## src/rtl/frame_sync_buffer.sv

```systemverilog
// rtl/frame_sync_buffer.sv - game-state snapshot transfer from the 60 Hz tick domain into the VGA pixel domain
// Optional build macro: FRAME_SYNC_STATS_EN (adds drop_count and tear_guard_err)
module frame_sync_buffer #(
    parameter int N_OBS         = 10,
    parameter int X_W           = 10,
    parameter int Y_W           = 9,
    parameter int SETTLE_CYCLES = 4
) (
    input  logic                 clk,
    input  logic                 rst_n_debounced,
    input  logic                 game_tick,
    input  logic                 vblank,
    input  logic [N_OBS*X_W-1:0] obs_x_left_in,
    input  logic [N_OBS*X_W-1:0] obs_x_right_in,
    input  logic [N_OBS*Y_W-1:0] obs_y_up_in,
    input  logic [N_OBS*Y_W-1:0] obs_y_down_in,
    input  logic [Y_W-1:0]       player_y_in,
    input  logic [1:0]           gamemode_in,
    output logic [N_OBS*X_W-1:0] obs_x_left,
    output logic [N_OBS*X_W-1:0] obs_x_right,
    output logic [N_OBS*Y_W-1:0] obs_y_up,
    output logic [N_OBS*Y_W-1:0] obs_y_down,
    output logic [Y_W-1:0]       player_y,
    output logic [1:0]           gamemode,
`ifdef FRAME_SYNC_STATS_EN
    output logic [15:0]          drop_count,
    output logic                 tear_guard_err,
`endif
    output logic                 frame_swap,
    output logic                 pending_valid
);

    localparam int CNT_W = (SETTLE_CYCLES > 1) ? $clog2(SETTLE_CYCLES) : 1;

    // Reset images: obstacles parked off-screen, player mid-screen
    localparam logic [N_OBS*X_W-1:0] X_RST  = {N_OBS{X_W'(700)}};
    localparam logic [N_OBS*Y_W-1:0] Y_RST  = {N_OBS{Y_W'(500)}};
    localparam logic [Y_W-1:0]       PY_RST = Y_W'(240);

    typedef enum logic [1:0] {
        IDLE    = 2'd0,
        SETTLE  = 2'd1,
        CAPTURE = 2'd2
    } state_t;

    state_t           state, state_nxt;
    logic [CNT_W-1:0] cnt, cnt_nxt;
    logic             capture;

    logic s1, s2, s3;
    logic vblank_d;
    logic tick_rise;
    logic vblank_rise;
    logic swap;

    logic [N_OBS*X_W-1:0] pend_x_left, pend_x_right;
    logic [N_OBS*Y_W-1:0] pend_y_up, pend_y_down;
    logic [Y_W-1:0]       pend_player_y;
    logic [1:0]           pend_gamemode;

    assign tick_rise   = s2 & ~s3;
    assign vblank_rise = vblank & ~vblank_d;
    assign swap        = vblank_rise & pending_valid;

    // Tick synchronizer plus edge-detect stage, and vblank edge delay
    always_ff @(posedge clk or negedge rst_n_debounced) begin
        if (!rst_n_debounced) begin
            s1       <= 1'b0;
            s2       <= 1'b0;
            s3       <= 1'b0;
            vblank_d <= 1'b0;
        end else begin
            s1       <= game_tick;
            s2       <= s1;
            s3       <= s2;
            vblank_d <= vblank;
        end
    end

    // Capture FSM state and settle counter registers
    always_ff @(posedge clk or negedge rst_n_debounced) begin
        if (!rst_n_debounced) begin
            state <= IDLE;
            cnt   <= '0;
        end else begin
            state <= state_nxt;
            cnt   <= cnt_nxt;
        end
    end

    // Next-state: wait out the settle window after a tick edge, then capture once
    always_comb begin
        state_nxt = state;
        cnt_nxt   = cnt;
        capture   = 1'b0;
        case (state)
            IDLE: begin
                if (tick_rise) begin
                    cnt_nxt   = CNT_W'(SETTLE_CYCLES - 1);
                    state_nxt = SETTLE;
                end
            end
            SETTLE: begin
                if (cnt == '0) begin
                    state_nxt = CAPTURE;
                end else begin
                    cnt_nxt = cnt - CNT_W'(1);
                end
            end
            CAPTURE: begin
                capture   = 1'b1;
                state_nxt = IDLE;
            end
            default: begin
                state_nxt = IDLE;
            end
        endcase
    end

    // Pending buffer: newest snapshot wins; a capture beats a same-cycle swap for the valid flag
    always_ff @(posedge clk or negedge rst_n_debounced) begin
        if (!rst_n_debounced) begin
            pend_x_left   <= X_RST;
            pend_x_right  <= X_RST;
            pend_y_up     <= Y_RST;
            pend_y_down   <= Y_RST;
            pend_player_y <= PY_RST;
            pend_gamemode <= 2'd0;
            pending_valid <= 1'b0;
        end else begin
            if (capture) begin
                pend_x_left   <= obs_x_left_in;
                pend_x_right  <= obs_x_right_in;
                pend_y_up     <= obs_y_up_in;
                pend_y_down   <= obs_y_down_in;
                pend_player_y <= player_y_in;
                pend_gamemode <= gamemode_in;
                pending_valid <= 1'b1;
            end else if (swap) begin
                pending_valid <= 1'b0;
            end
        end
    end

    // Display buffer: updated only at the first cycle of vertical blanking
    always_ff @(posedge clk or negedge rst_n_debounced) begin
        if (!rst_n_debounced) begin
            obs_x_left  <= X_RST;
            obs_x_right <= X_RST;
            obs_y_up    <= Y_RST;
            obs_y_down  <= Y_RST;
            player_y    <= PY_RST;
            gamemode    <= 2'd0;
            frame_swap  <= 1'b0;
        end else begin
            frame_swap <= swap;
            if (swap) begin
                obs_x_left  <= pend_x_left;
                obs_x_right <= pend_x_right;
                obs_y_up    <= pend_y_up;
                obs_y_down  <= pend_y_down;
                player_y    <= pend_player_y;
                gamemode    <= pend_gamemode;
            end
        end
    end

`ifdef FRAME_SYNC_STATS_EN
    // Overwritten-snapshot counter (saturating) and sticky mid-frame swap flag
    always_ff @(posedge clk or negedge rst_n_debounced) begin
        if (!rst_n_debounced) begin
            drop_count     <= 16'd0;
            tear_guard_err <= 1'b0;
        end else begin
            if (capture && pending_valid && !swap && (drop_count != 16'hFFFF)) begin
                drop_count <= drop_count + 16'd1;
            end
            if (swap && !vblank) begin
                tear_guard_err <= 1'b1;
            end
        end
    end
`endif

endmodule

```

## config.mk

```make
export PLATFORM = sky130hd
export DESIGN_NAME = frame_sync_buffer
export DESIGN_NICKNAME = d
export VERILOG_FILES = /design/src/rtl/frame_sync_buffer.sv
export SDC_FILE = /design/constraint.sdc
export NUM_CORES = 1
export LEC_CHECK = 0
export ABC_CLOCK_PERIOD_IN_PS = 2100
export CORE_AREA = 8 8 302 304
export DETAILED_ROUTE_END_ITERATION = 8
export DIE_AREA = 0 0 310 312
export HOLD_SLACK_MARGIN = 0.15
export PLACE_DENSITY = 0.58
export SETUP_SLACK_MARGIN = 0.1
export SYNTH_ARGS = -nofsm -noshare
export SYNTH_HDL_FRONTEND = slang
export SYNTH_SLANG_ARGS = --single-unit
```

## constraint.sdc

```tcl
create_clock -name clk -period 2.1 [get_ports clk]
set_input_delay 0.21 -clock clk [delete_from_list [all_inputs] [get_ports clk]]
set_output_delay 0.21 -clock clk [all_outputs]
set_load 0.01 [all_outputs]
```

==> flow_summary.ini, run 1 <==
[clock_network]
path_clk_slew_ps = 60
ctsHtreeMaxLevel = 3
clock_sink_count = 792
cts_buffer_depth = 3
cts_setup_buffers = 0
cts_tree = done
root_buffer = clkbuf_16
numCtsBuffers = 88
clock_latency_ps = 630

[floorplanning]
pin_count = 788
num_rows = 108
die_x_microns = 310
chipHeight_microns = 312
die_area_sq_um = 96700
start_util_pct = 36.2
core_sq_um = 86200

[setup_path]
cp_cell_sequence = clkdlybuf4s50_1
worstPathRequired_ps = 1890
cp_num_buf_inv = 1
cp-end-kind = output port
cpMaxStageDelayCell = clkdlybuf4s50_1
arrival_ps = 1740
timing.rr.start = vblank_d
critPathTopFamily = buffers and inverters
start_kind = register
worstSetupPathType = register to output port
critical_path.max_stage_delay_ps = 580
worst-path-max-fanout = 2
critPathLaunch = obs_x_right[83]

[yosys]
synth_top_family_by_area = multiplexers
ys_types = 23
synth.top_cells.by_count = 488 x dfstp_2, 483 x mux2_2, 304 x dfrtp_1
synth_compound_area_share_pct = 0.100
synth_nets = 2079
synth.most_common_cell = dfstp_2
synthCells = 1683
synth_simple_gate_area_share_pct = 0.184
avgSynthCellArea_sq_um = 18.5
ys_ff_latch = 792
synthMuxAreaShare_pct = 31.9
synth_edf_count = 0
ys_seq_area_share_pct = 65.5
synth_fa_ha_area_share_pct = 0.0401
synth_xor_area_share_pct = 0
ys.flop_type = dfstp_2
syn-cell-area_sq_um = 31200
synth_top_area_cell = dfstp_2
async_flop_share_pct = 100
synth_area_leaders = dfstp_2 41%, dfrtp_1 24%, mux2_2 17%
synth_top_area_share_pct = 41.1
yosys_warnings = 0

[global_routing]
grtUsageTotal_pct = 17.7
grt_pass1_vias = 20311
antenna_found_initial = 15
grt_max_degree = 84
grt_pass1_wl_microns = 132000
grt_overflow_total = 0

[sta]
slew_violations = 0
holdWs_ps = 203
maxSlewHeadroom_pct = 54.8
tightest_slew_ps = 676
fin_crit_ps = 1950
fin_setup_tns_ps = 0
grt_setup_unrepaired = false
final-hold-violation-count = 0
fmax_mhz = 514
min_period_over_period_pct = 92.6
setup_viol = 0
finClkSkew_ps = 20.9

[min_path]
hold_start = obs_x_right_in[65]
hold_path.class = primary input to register

[routing]
drc = 0
drt_wl_total_microns = 88200
routed_via_density = 4.61
num_vias = 17785
wl_per_cell_microns = 22.9
drt_pre_antenna_iters = 4
first_iter_violations = 635
ant_nets = 0

[finish]
multi_input_area_sq_um = 10100
regArea_sq_um = 20400
fillers = 7266
finalNetCount = 3012
drive_gt1_share_pct = 55.1
area_growth_pct = 42.2

[job]
cap_violations = 0

[place]
dp_hpwl_microns = 65700
io_buffer_count = 787
gp_congestion = 0.799

[power]
ir_worst_vdd_mv = 0.862
power_leakage_nw = 19.8
powerDensity_nw_per_um2 = 1470

[status]
outcome = finished clean
==> repair_timing <==
item / in CTS / in global routing
gates cloned: 0 / 0
endpoints found under the setup margin: 92 / 28
gates resized for setup: 92 / 22
hold buffers: 68 / 0
endpoints found under the hold margin: 339 / 0
==> routing by layer <==
layer	global-route usage, %	wire (microns)
met5	0	99
met4	5.72	2950
met3	6.17	6670
met2	32.5	47200
met1	18.8	31300
==> cell type report <==
cell class                 instances  share of cell area, %
inverter                           5                 0.0423
clock inverter                    22                  0.696
multi-input combinational        799                   22.7
clock buffer                     142                   5.87
timing repair buffer             930                   21.4
sequential                       792                   46.0
tap                             1155                   3.26
antenna                            9                 0.0507
==> logic make-up after synthesis <==
kind of cell / count (synthesis)
DFF: 792
muxes: 784
AOI/OAI and AO/OA: 4
buffers and inverters: 92
and+or+nand+nor: 10
adders and majority gates: 1
==> registers in the layout (all words and copies together), names as in the netlist, 90 cells and up <==
name / cells
obs_x_left: 100
obs_x_right: 100
pend_x_left: 100
pend_x_right: 100
obs_y_down: 90
obs_y_up: 90
pend_y_down: 90
pend_y_up: 90
==> cells in the final DEF (no fill, tap or decap), types with 2 or more instances in the layout <==
cell type	instances
clkinvlp_4	4
dlygate4sd3_1	68
clkdlybuf4s50_1	671
dfstp_2	488
diode_2	9
mux2_4	300
clkinv_2	3
clkbuf_1	34
nor2_1	3
dlygate4sd2_1	92
buf_12	34
clkinv_4	2
buf_4	42
bufinv_16	4
mux2_2	483
inv_1	4
inv_6	5
nand3_1	2
dfrtp_1	304
clkinv_8	2
dlymetal6s2s_1	22
clkbuf_16	88
clkbuf_8	20
==> final timing paths <==
kind,to,slack (ps),depth (start not counted)
setup / recovery,obs_x_right[83],150,1
min in group asynchronous,obs_x_left[57],310,2
setup reg to reg,obs_y_up[48],330,6
hold / removal,pend_x_right[65],200,2
max in group asynchronous,obs_y_up[48],610,3
hold reg to reg,s2,380,0
==> stage by stage <==
stage / setup slack, ps / power, mW / area, sq um / instances / utilization (%)
6_report: 155 / 65.1 / 44400 / 3854 / 51.5
5_1_grt: 100 / 68.4 / 44400 / 3852 / 51.5
4_1_cts: 101 / 66.2 / 44300 / 3846 / 51.4
3_5_place_dp: 16.8 / 50.8 / 40800 / 3614 / 47.4
3_3_place_gp: 34.6 / 50.1 / 40800 / 3614 / 47.4
2_1_floorplan: 571 / 39.6 / 31200 / 1683 / -
==> report_power, final <==
part / total [mW] / internal, mW / switching (mW)
sequential: 29.0 / 25.1 / 3.91
combinational: 20.7 / 13.2 / 7.49
clock: 15.3 / 9.05 / 6.24
Note: power is estimated with default switching activity, not from simulation.
==> run 2, diff against run 1 <==
--- a/config.mk
+++ b/config.mk
@@ -6,11 +6,12 @@
 export NUM_CORES = 1
 export LEC_CHECK = 0
 export ABC_CLOCK_PERIOD_IN_PS = 2100
-export CORE_AREA = 8 8 302 304
+export CORE_AREA = 8 8 296 298
+export CTS_BUF_LIST = sky130_fd_sc_hd__clkbuf_2 sky130_fd_sc_hd__clkbuf_4 sky130_fd_sc_hd__clkbuf_8
 export DETAILED_ROUTE_END_ITERATION = 8
-export DIE_AREA = 0 0 310 312
+export DIE_AREA = 0 0 304 306
 export HOLD_SLACK_MARGIN = 0.15
-export PLACE_DENSITY = 0.58
+export PLACE_DENSITY = 0.6
 export SETUP_SLACK_MARGIN = 0.1
 export SYNTH_ARGS = -nofsm -noshare
 export SYNTH_HDL_FRONTEND = slang
==> flow_summary.ini, run 2 (same netlist as run 1, synthesis figures left out) <==
[power]
power_leakage_nw = 22.0
total_power_mw = 64.2
ir_worst_vdd_mv = 0.799
powerDensity_nw_per_um2 = 1360

[setup_path]
start_kind = register
cp_cell_sequence = clkdlybuf4s50_1
worstSetupPathType = register to output port
critPathLaunch = obs_x_right[91]
critPathTopFamily = buffers and inverters
cp-end-kind = output port
worstPathRequired_ps = 1890
cpMaxStageDelayCell = clkdlybuf4s50_1
worst-path-max-fanout = 2
critical_path.max_stage_delay_ps = 570
timing.rr.start = vblank_d
cp_num_buf_inv = 1
arrival_ps = 1690

[sta]
tightest_slew_ps = 876
setup_viol = 0
slew_violations = 0
grt_setup_unrepaired = false
final-hold-violation-count = 0
maxSlewHeadroom_pct = 41.4
min_period_over_period_pct = 90.5
fin_setup_tns_ps = 0
holdWs_ps = 265
finClkSkew_ps = 31.0
fmax_mhz = 526
fin_crit_ps = 1900

[min_path]
hold_start = obs_x_right_in[6]
hold_path.class = primary input to register

[global_routing]
grt_overflow_total = 0
grtUsageTotal_pct = 19.3
grt_pass1_vias = 22435
grt_max_degree = 77
grt_pass1_wl_microns = 140000
antenna_found_initial = 11

[routing]
wl_per_cell_microns = 21.7
drc = 0
ant_nets = 0
routed_via_density = 4.57
drt_wl_total_microns = 90700
num_vias = 19139
drt_pre_antenna_iters = 7
first_iter_violations = 673

[floorplanning]
die_x_microns = 304
core_sq_um = 82900
die_area_sq_um = 93000
chipHeight_microns = 306
num_rows = 106
pin_count = 788
start_util_pct = 37.6

[finish]
drive_gt1_share_pct = 51.5
final_cell_mix = 488 x dfstp_2, 483 x mux2_2, 460 x clkdlybuf4s50_1, 394 x dlygate4sd3_1
finalNetCount = 3379
area_growth_pct = 51.6
final_common_cell = dfstp_2

[clock_network]
ctsHtreeMaxLevel = 4
clock_sink_count = 792
root_buffer = clkbuf_8
clock_latency_ps = 760
cts_tree = done
path_clk_slew_ps = 60
numCtsBuffers = 139
cts_buffer_depth = 3

[place]
io_buffer_count = 787
gp_congestion = 0.806
dp_hpwl_microns = 64800

[status]
outcome = finished clean

[job]
cap_violations = 0
## run 2: cell types whose count changed in the layout (fill, tap and decap cells not counted), sizes merged, moves of 4 or more
| cell | previous run | this run |
|---|---|---|
| inv | 11 | 15 |
| clkbuf | 142 | 238 |
| dlygate4sd3 | 68 | 394 |
| dlygate4sd2 | 92 | 304 |
| clkinv | 8 | 4 |
| clkdlybuf4s50 | 671 | 460 |
| buf | 77 | 66 |
## run 2: per-stage QoR
step	instances	cell area, sq um	setup slack (ps)	utilization, %
after floorplan	1683	31200	571	-
after detailed placement	3528	40600	51.6	49.0
after global placement	3528	40600	29.4	49.0
after CTS	4176	47200	101	57.0
after global routing	4186	47300	102	57.1
final	4188	47300	200	57.1
## run 2: final timing paths
path                                        end  slack [ps]  cells after the start
worst max-delay path            obs_x_right[91]         200                      1
worst min-delay path            pend_x_right[6]         270                      2
worst max register to register      obs_y_up[3]         360                      6
worst min register to register               s2         350                      0
max in group asynchronous         pend_y_up[36]         460                      3
min in group asynchronous          obs_y_up[80]         300                      2
## run 2: area by class of cell
type                    instances  area [sq um]
diodes                         12          30.0
clock buffers                 238          2830
clock inverters                16           195
fillers                      6419         35600
inverters                       5          18.8
multi-input cells             799         10100
flip-flops and latches        792         20400
well taps                    1080          1350
repair buffers               1246         12400
## run 2: metal layers
layer | vias to the layer above | share of wire, % | track usage (%)
met3 | 167 | 6.6 | 6.55
met2 | 604 | 51 | 33.2
met1 | 9794 | 38 | 21.7
li1 | 8574 | - | -
met5 | - | 0 | 0
met4 | 0 | 4.1 | 8.40
## run 2: where the power goes
part           internal [mW]  total (mW)  leakage [nW]  switching, mW
clock network           8.67        15.1          1.62           6.40
registers               25.1        29.1          8.96           3.94
logic                   12.4        20.0          11.5           7.64
## run 2: repair_timing
item | 4_1_cts | 5_1_grt
buffers inserted | 0 | 0
gates cloned | 0 | 0
setup endpoints to repair | 305 | 22
hold buffers | 394 | 0
resized for setup | 305 | 22
hold endpoints to repair | 1023 | 0
==> RTL edit 1: new RTL, settings of run 2 <==
Register the output `obs_y_up` once more, with the module's reset; this adds one clock of latency there. The other outputs are not delayed to match.
--- a/src/rtl/frame_sync_buffer.sv
+++ b/src/rtl/frame_sync_buffer.sv
@@ -42,6 +42,8 @@
         SETTLE  = 2'd1,
         CAPTURE = 2'd2
     } state_t;
+
+    logic [N_OBS*Y_W-1:0] obs_y_up_s0;
 
     state_t           state, state_nxt;
     logic [CNT_W-1:0] cnt, cnt_nxt;
@@ -147,7 +149,7 @@
         if (!rst_n_debounced) begin
             obs_x_left  <= X_RST;
             obs_x_right <= X_RST;
-            obs_y_up    <= Y_RST;
+            obs_y_up_s0 <= Y_RST;
             obs_y_down  <= Y_RST;
             player_y    <= PY_RST;
             gamemode    <= 2'd0;
@@ -157,7 +159,7 @@
             if (swap) begin
                 obs_x_left  <= pend_x_left;
                 obs_x_right <= pend_x_right;
-                obs_y_up    <= pend_y_up;
+                obs_y_up_s0 <= pend_y_up;
                 obs_y_down  <= pend_y_down;
                 player_y    <= pend_player_y;
                 gamemode    <= pend_gamemode;
@@ -182,5 +184,13 @@
     end
 `endif
 
+    always_ff @(posedge clk or negedge rst_n_debounced) begin
+        if (!rst_n_debounced) begin
+            obs_y_up <= '0;
+        end else begin
+            obs_y_up <= obs_y_up_s0;
+        end
+    end
+
 endmodule
 
Formal check against the unedited RTL: not equivalent (a bounded check fails within 4 cycles, from zero or initial values and one cycle with rst_n_debounced low).
==> RTL edit 1 against run 2 <==
Area after synthesis increased by 9.4%. Global-route usage increased by 0.89 points. Sequential cell count increased by 90. Critical path depth unchanged. Via count increased by 3.7%. Design area increased by 6.0%. Hold slack improved by 0.090 ns. Worst setup slack got worse by 0.021 ns. Clock skew increased by 0.017 ns. Total power increased by 7.2%. Count of clock-buffer cells in the layout increased by 19. Sequential power increased by 8.6%. Routed wire length increased by 4.8%. Synthesized cell count increased by 5.4%.
==> RTL edit 1: results (changes against run 2) <==
{
  "synth.ff_latch_count": {"value": 882, "change": "+11%"},
  "postSynthNetCount": {"value": 2170, "change": "+4.4%"},
  "post_drt_wl_per_cell": {"value": 22.1, "unit": "um", "change": "+2.1%"},
  "synth_sequential_area_ratio": {"value": 66.4, "unit": "%", "change": "+0.96 points"},
  "routed_wl": {"value": 95100, "unit": "um", "change": "+4.8%"},
  "grt_first_pass_wirelength": {"value": 145000, "unit": "um", "change": "+3.9%"},
  "initialDrtViolationCount": {"value": 591, "change": "-12%"},
  "detailedRoute.firstPassIterationCount": {"value": 6, "change": "-1"},
  "post-place-cells": {"value": 3611, "change": "+2.4%"},
  "first_global_vias": {"value": 23000, "change": "+2.4%"},
  "detail_route.wirelength.met1": {"value": 37300, "unit": "um", "change": "+7.5%"},
  "regArea": {"value": 22700, "unit": "um2", "change": "+11%"},
  "grt_max_degree": {"value": 111, "change": "+44%"},
  "arrival_time_of_data_at_the_critical_path_endpoint": {"value": 1.71, "unit": "ns", "change": "+0.02 ns"},
  "ctsResizeCount": {"value": 318, "change": "+4.3%"},
  "slew-limit-headroom": {"value": 58.1, "unit": "%", "change": "+17 points"},
  "clkbuf_count": {"value": 257, "change": "+8.0%"},
  "vias": {"value": 19800, "change": "+3.7%"},
  "fillCellCount": {"value": 6249, "change": "-2.6%"},
  "leakage": {"value": 0.0235, "unit": "uW", "change": "+6.5%"},
  "gp_routability_congestion": {"value": 0.812, "change": "+0.72%"},
  "area_fraction_in_compound_gates_after_synthesis": {"value": 0.0916, "unit": "%", "change": "-0.0086 points"},
  "min-delay-path-class": {"value": "reg -> reg"},
  "placed_cell_area": {"value": 43100, "unit": "um2", "change": "+6.2%"},
  "timing.clock.skew": {"value": 0.0475, "unit": "ns", "change": "+0.0165 ns"},
  "cts_inserted_buffers": {"value": 149, "change": "+7.2%"},
  "buffer_area_share": {"value": 24.6, "unit": "%", "change": "-1.6 points"},
  "result_of_the_run": {"value": "finished, final reports clean"},
  "timing.critical_path.slowest_stage_cell": {"value": "sky130_fd_sc_hd__dfstp_2"},
  "layout_cells_sized_above_1": {"value": 50.3, "unit": "%", "change": "-1.2 points"},
  "top_layer_used": {"value": "met5"},
  "hold_buffers": {"value": 396, "change": "+0.51%"},
  "area_growth_syn_to_layout": {"value": 46.8, "unit": "%"},
  "grt_usage": {"value": 20.2, "unit": "%", "change": "+0.89 points"},
  "synth.cells.most_frequent": {"value": "sky130_fd_sc_hd__dfstp_2, sky130_fd_sc_hd__mux2_2, sky130_fd_sc_hd__dfrtp_1"},
  "path_delay_family": {"value": "flip-flops"},
  "route.met3.wl": {"value": 6650, "unit": "um", "change": "+11%"}
}
RTL edit 1: cell count changes after synthesis, moves of 28 or more:
| cell | before | now |
|---|---|---|
| sky130_fd_sc_hd__mux2_4 | 300 | 379 |
| sky130_fd_sc_hd__mux2_2 | 483 | 404 |
| sky130_fd_sc_hd__buf_2 | 40 | 7 |
| sky130_fd_sc_hd__buf_12 | 0 | 33 |
| sky130_fd_sc_hd__dfrtp_1 | 304 | 394 |
| sky130_fd_sc_hd__buf_4 | 10 | 38 |
RTL edit 1: report_power, final:
| part | leakage [uW] | switching (uW) | internal (uW) |
|---|---|---|---|
| Combinational | 0.0115 | 7700 | 12700 |
| Sequential | 0.0102 | 4160 | 27500 |
| Clock | 0.00180 | 7080 | 9680 |
RTL edit 1: per-layer routing:
layer,vias to the layer above,GRT usage (%)
met4,4,10.0
met3,201,6.84
met1,10100,23.3
li1,8870,-
met5,-,0
met2,627,33.5
RTL edit 1: metrics by stage:
| step | setup slack (ns) | total power (uW) |
|---|---|---|
| 2_1_floorplan | 0.577 | 42800 |
| 3_3_place_gp | 0.0984 | 52900 |
| 3_5_place_dp | 0.101 | 53700 |
| 4_1_cts | 0.0654 | 69800 |
| 5_1_grt | 0.101 | 72400 |
| 6_report | 0.180 | 68800 |
RTL edit 1: final timing paths:
check	start	end	slack, ns	cells after the start
min in group asynchronous	rst_n_debounced	obs_x_right[22]	0.77	3
worst max register to register	state[1]	pend_x_right[30]	0.41	4
max in group asynchronous	rst_n_debounced	obs_y_up[5]	0.56	4
worst min register to register	s1	s2	0.36	0
worst min-delay path	s1	s2	0.36	0
worst max-delay path	obs_x_left[97]	obs_x_left[97]	0.18	1
==> RTL edit 2: new RTL, flow settings as in run 2 <==
Without the edit above. The option `FRAME_SYNC_STATS_EN` is turned on by a define.
--- a/src/rtl/frame_sync_buffer.sv
+++ b/src/rtl/frame_sync_buffer.sv
@@ -1,5 +1,7 @@
 // rtl/frame_sync_buffer.sv - game-state snapshot transfer from the 60 Hz tick domain into the VGA pixel domain
 // Optional build macro: FRAME_SYNC_STATS_EN (adds drop_count and tear_guard_err)
+`define FRAME_SYNC_STATS_EN
+
 module frame_sync_buffer #(
     parameter int N_OBS         = 10,
     parameter int X_W           = 10,
Behaviour (old outputs only; new: drop_count and tear_guard_err): same outputs for any inputs over 10 cycles, from zero or initial values and one cycle with rst_n_debounced low; that may be too few to reach the edited logic, so the function may still have changed.
==> RTL edit 2 against run 2 <==
The run now ends with DRC left. Routed wire length grew 19%. Critical path type unchanged. Worst setup slack got worse by 0.0045 ns. Area after synthesis fell by 0.61%. Total power increased by 4.8%. Largest power group unchanged. Design area up 1.5%. Cell count rose by 41%. Count of clock-buffer cells in the layout fell by 2. Sequential cell count rose by 17. Clock power increased by 6%.
==> RTL edit 2: results (changes against run 2) <==
{
  "result_of_the_run": {"value": "complete, but fails checks"},
  "violations_in_the_final_reports": {"value": "DRC"},
  "postSynthNetCount": {"value": 3808, "change": "+83%"},
  "remaining_drc_errors": {"value": 2, "change": "+2"},
  "clock_cell_area_share": {"value": 6.69, "unit": "%", "change": "+0.29 points"},
  "grt_max_degree": {"value": 101, "change": "+31%"},
  "fillCellCount": {"value": 7230, "change": "+13%"},
  "min-delay-path-class": {"value": "reg -> reg"},
  "multi_input_area": {"value": 9390, "unit": "um2", "change": "-6.7%"},
  "power_per_cell_area": {"value": 1400, "unit": "nW/um2", "change": "+3.2%"},
  "hold_buffers": {"value": 396, "change": "+0.51%"},
  "layout_min_cycle_time": {"value": 1.90, "unit": "ns", "change": "+0.00448 ns"},
  "detailedRoute.firstPassIterationCount": {"value": 9, "change": "+2"},
  "layout_cells_sized_above_1": {"value": 18.3, "unit": "%", "change": "-33 points"},
  "post_drt_wl_per_cell": {"value": 18.3, "unit": "um", "change": "-16%"},
  "signal_buffers": {"value": 1308, "change": "+5.0%"},
  "clkLatencyLatePin": {"value": 0.79, "unit": "ns", "change": "+0.03 ns"},
  "multi_input_comb_cells": {"value": 2421, "change": "+200%"},
  "synth.cells.most_frequent": {"value": "sky130_fd_sc_hd__nand2_1, sky130_fd_sc_hd__dfstp_2, sky130_fd_sc_hd__dfrtp_1"},
  "synth_cell_types": {"value": 39, "change": "+70%"},
  "timing.clock.skew": {"value": 0.0439, "unit": "ns", "change": "+0.0129 ns"},
  "routed_wl": {"value": 108000, "unit": "um", "change": "+19%"},
  "syn-mean-instance-area": {"value": 9.09, "unit": "um2", "change": "-51%"},
  "leakage": {"value": 0.0238, "unit": "uW", "change": "+8.0%"},
  "instance_count_along_the_most_critical_hold_path": {"value": 0, "change": "-2"},
  "first_global_vias": {"value": 28000, "change": "+25%"},
  "ctsResizeCount": {"value": 327, "change": "+7.2%"},
  "cp-startpoint": {"value": "obs_x_right[56]"},
  "numPortBuffers": {"value": 804, "change": "+2.2%"},
  "synth.area.top_cells": {"value": "sky130_fd_sc_hd__dfstp_2, sky130_fd_sc_hd__nand2_1, sky130_fd_sc_hd__dfrtp_1"},
  "place_hpwl": {"value": 73700, "unit": "um", "change": "+14%"},
  "worstReg2RegEnd": {"value": "drop_count[1]"},
  "grt_usage": {"value": 22.7, "unit": "%", "change": "+3.5 points"},
  "placed_cell_area": {"value": 41100, "unit": "um2", "change": "+1.2%"}
}
==> RTL edit 2: metal layers <==
layer / global-route usage, % / vias to the layer above / share of wire, %
met3: 7.37 / 241 / 7.3
met2: 36.5 / 847 / 47
met1: 27.3 / 12800 / 40
met5: 0 / - / 0.066
met4: 11.9 / 12 / 5.3
li1: - / 12900 / -
==> RTL edit 2: cell families (layout without fill, tap and decap cells) <==
logic type | Yosys count | after routing | share of synthesized area [%]
buffers and inverters | 181 | 1577 | 2.55
adders and majority gates | 2 | 2 | 0.0807
muxes | 4 | 4 | 0.141
DFF | 809 | 809 | 67.2
other | 0 | 12 | 0
and+or+nand+nor | 2394 | 2394 | 29.5
xor gates and xnor gates | 9 | 9 | 0.254
AOI/OAI and AO/OA | 12 | 12 | 0.238
==> RTL edit 2: where the power goes <==
part	internal, uW	leakage [uW]	switching [uW]
logic	9110	0.0132	11200
registers	26800	0.00893	4150
clock network	9230	0.00171	6760
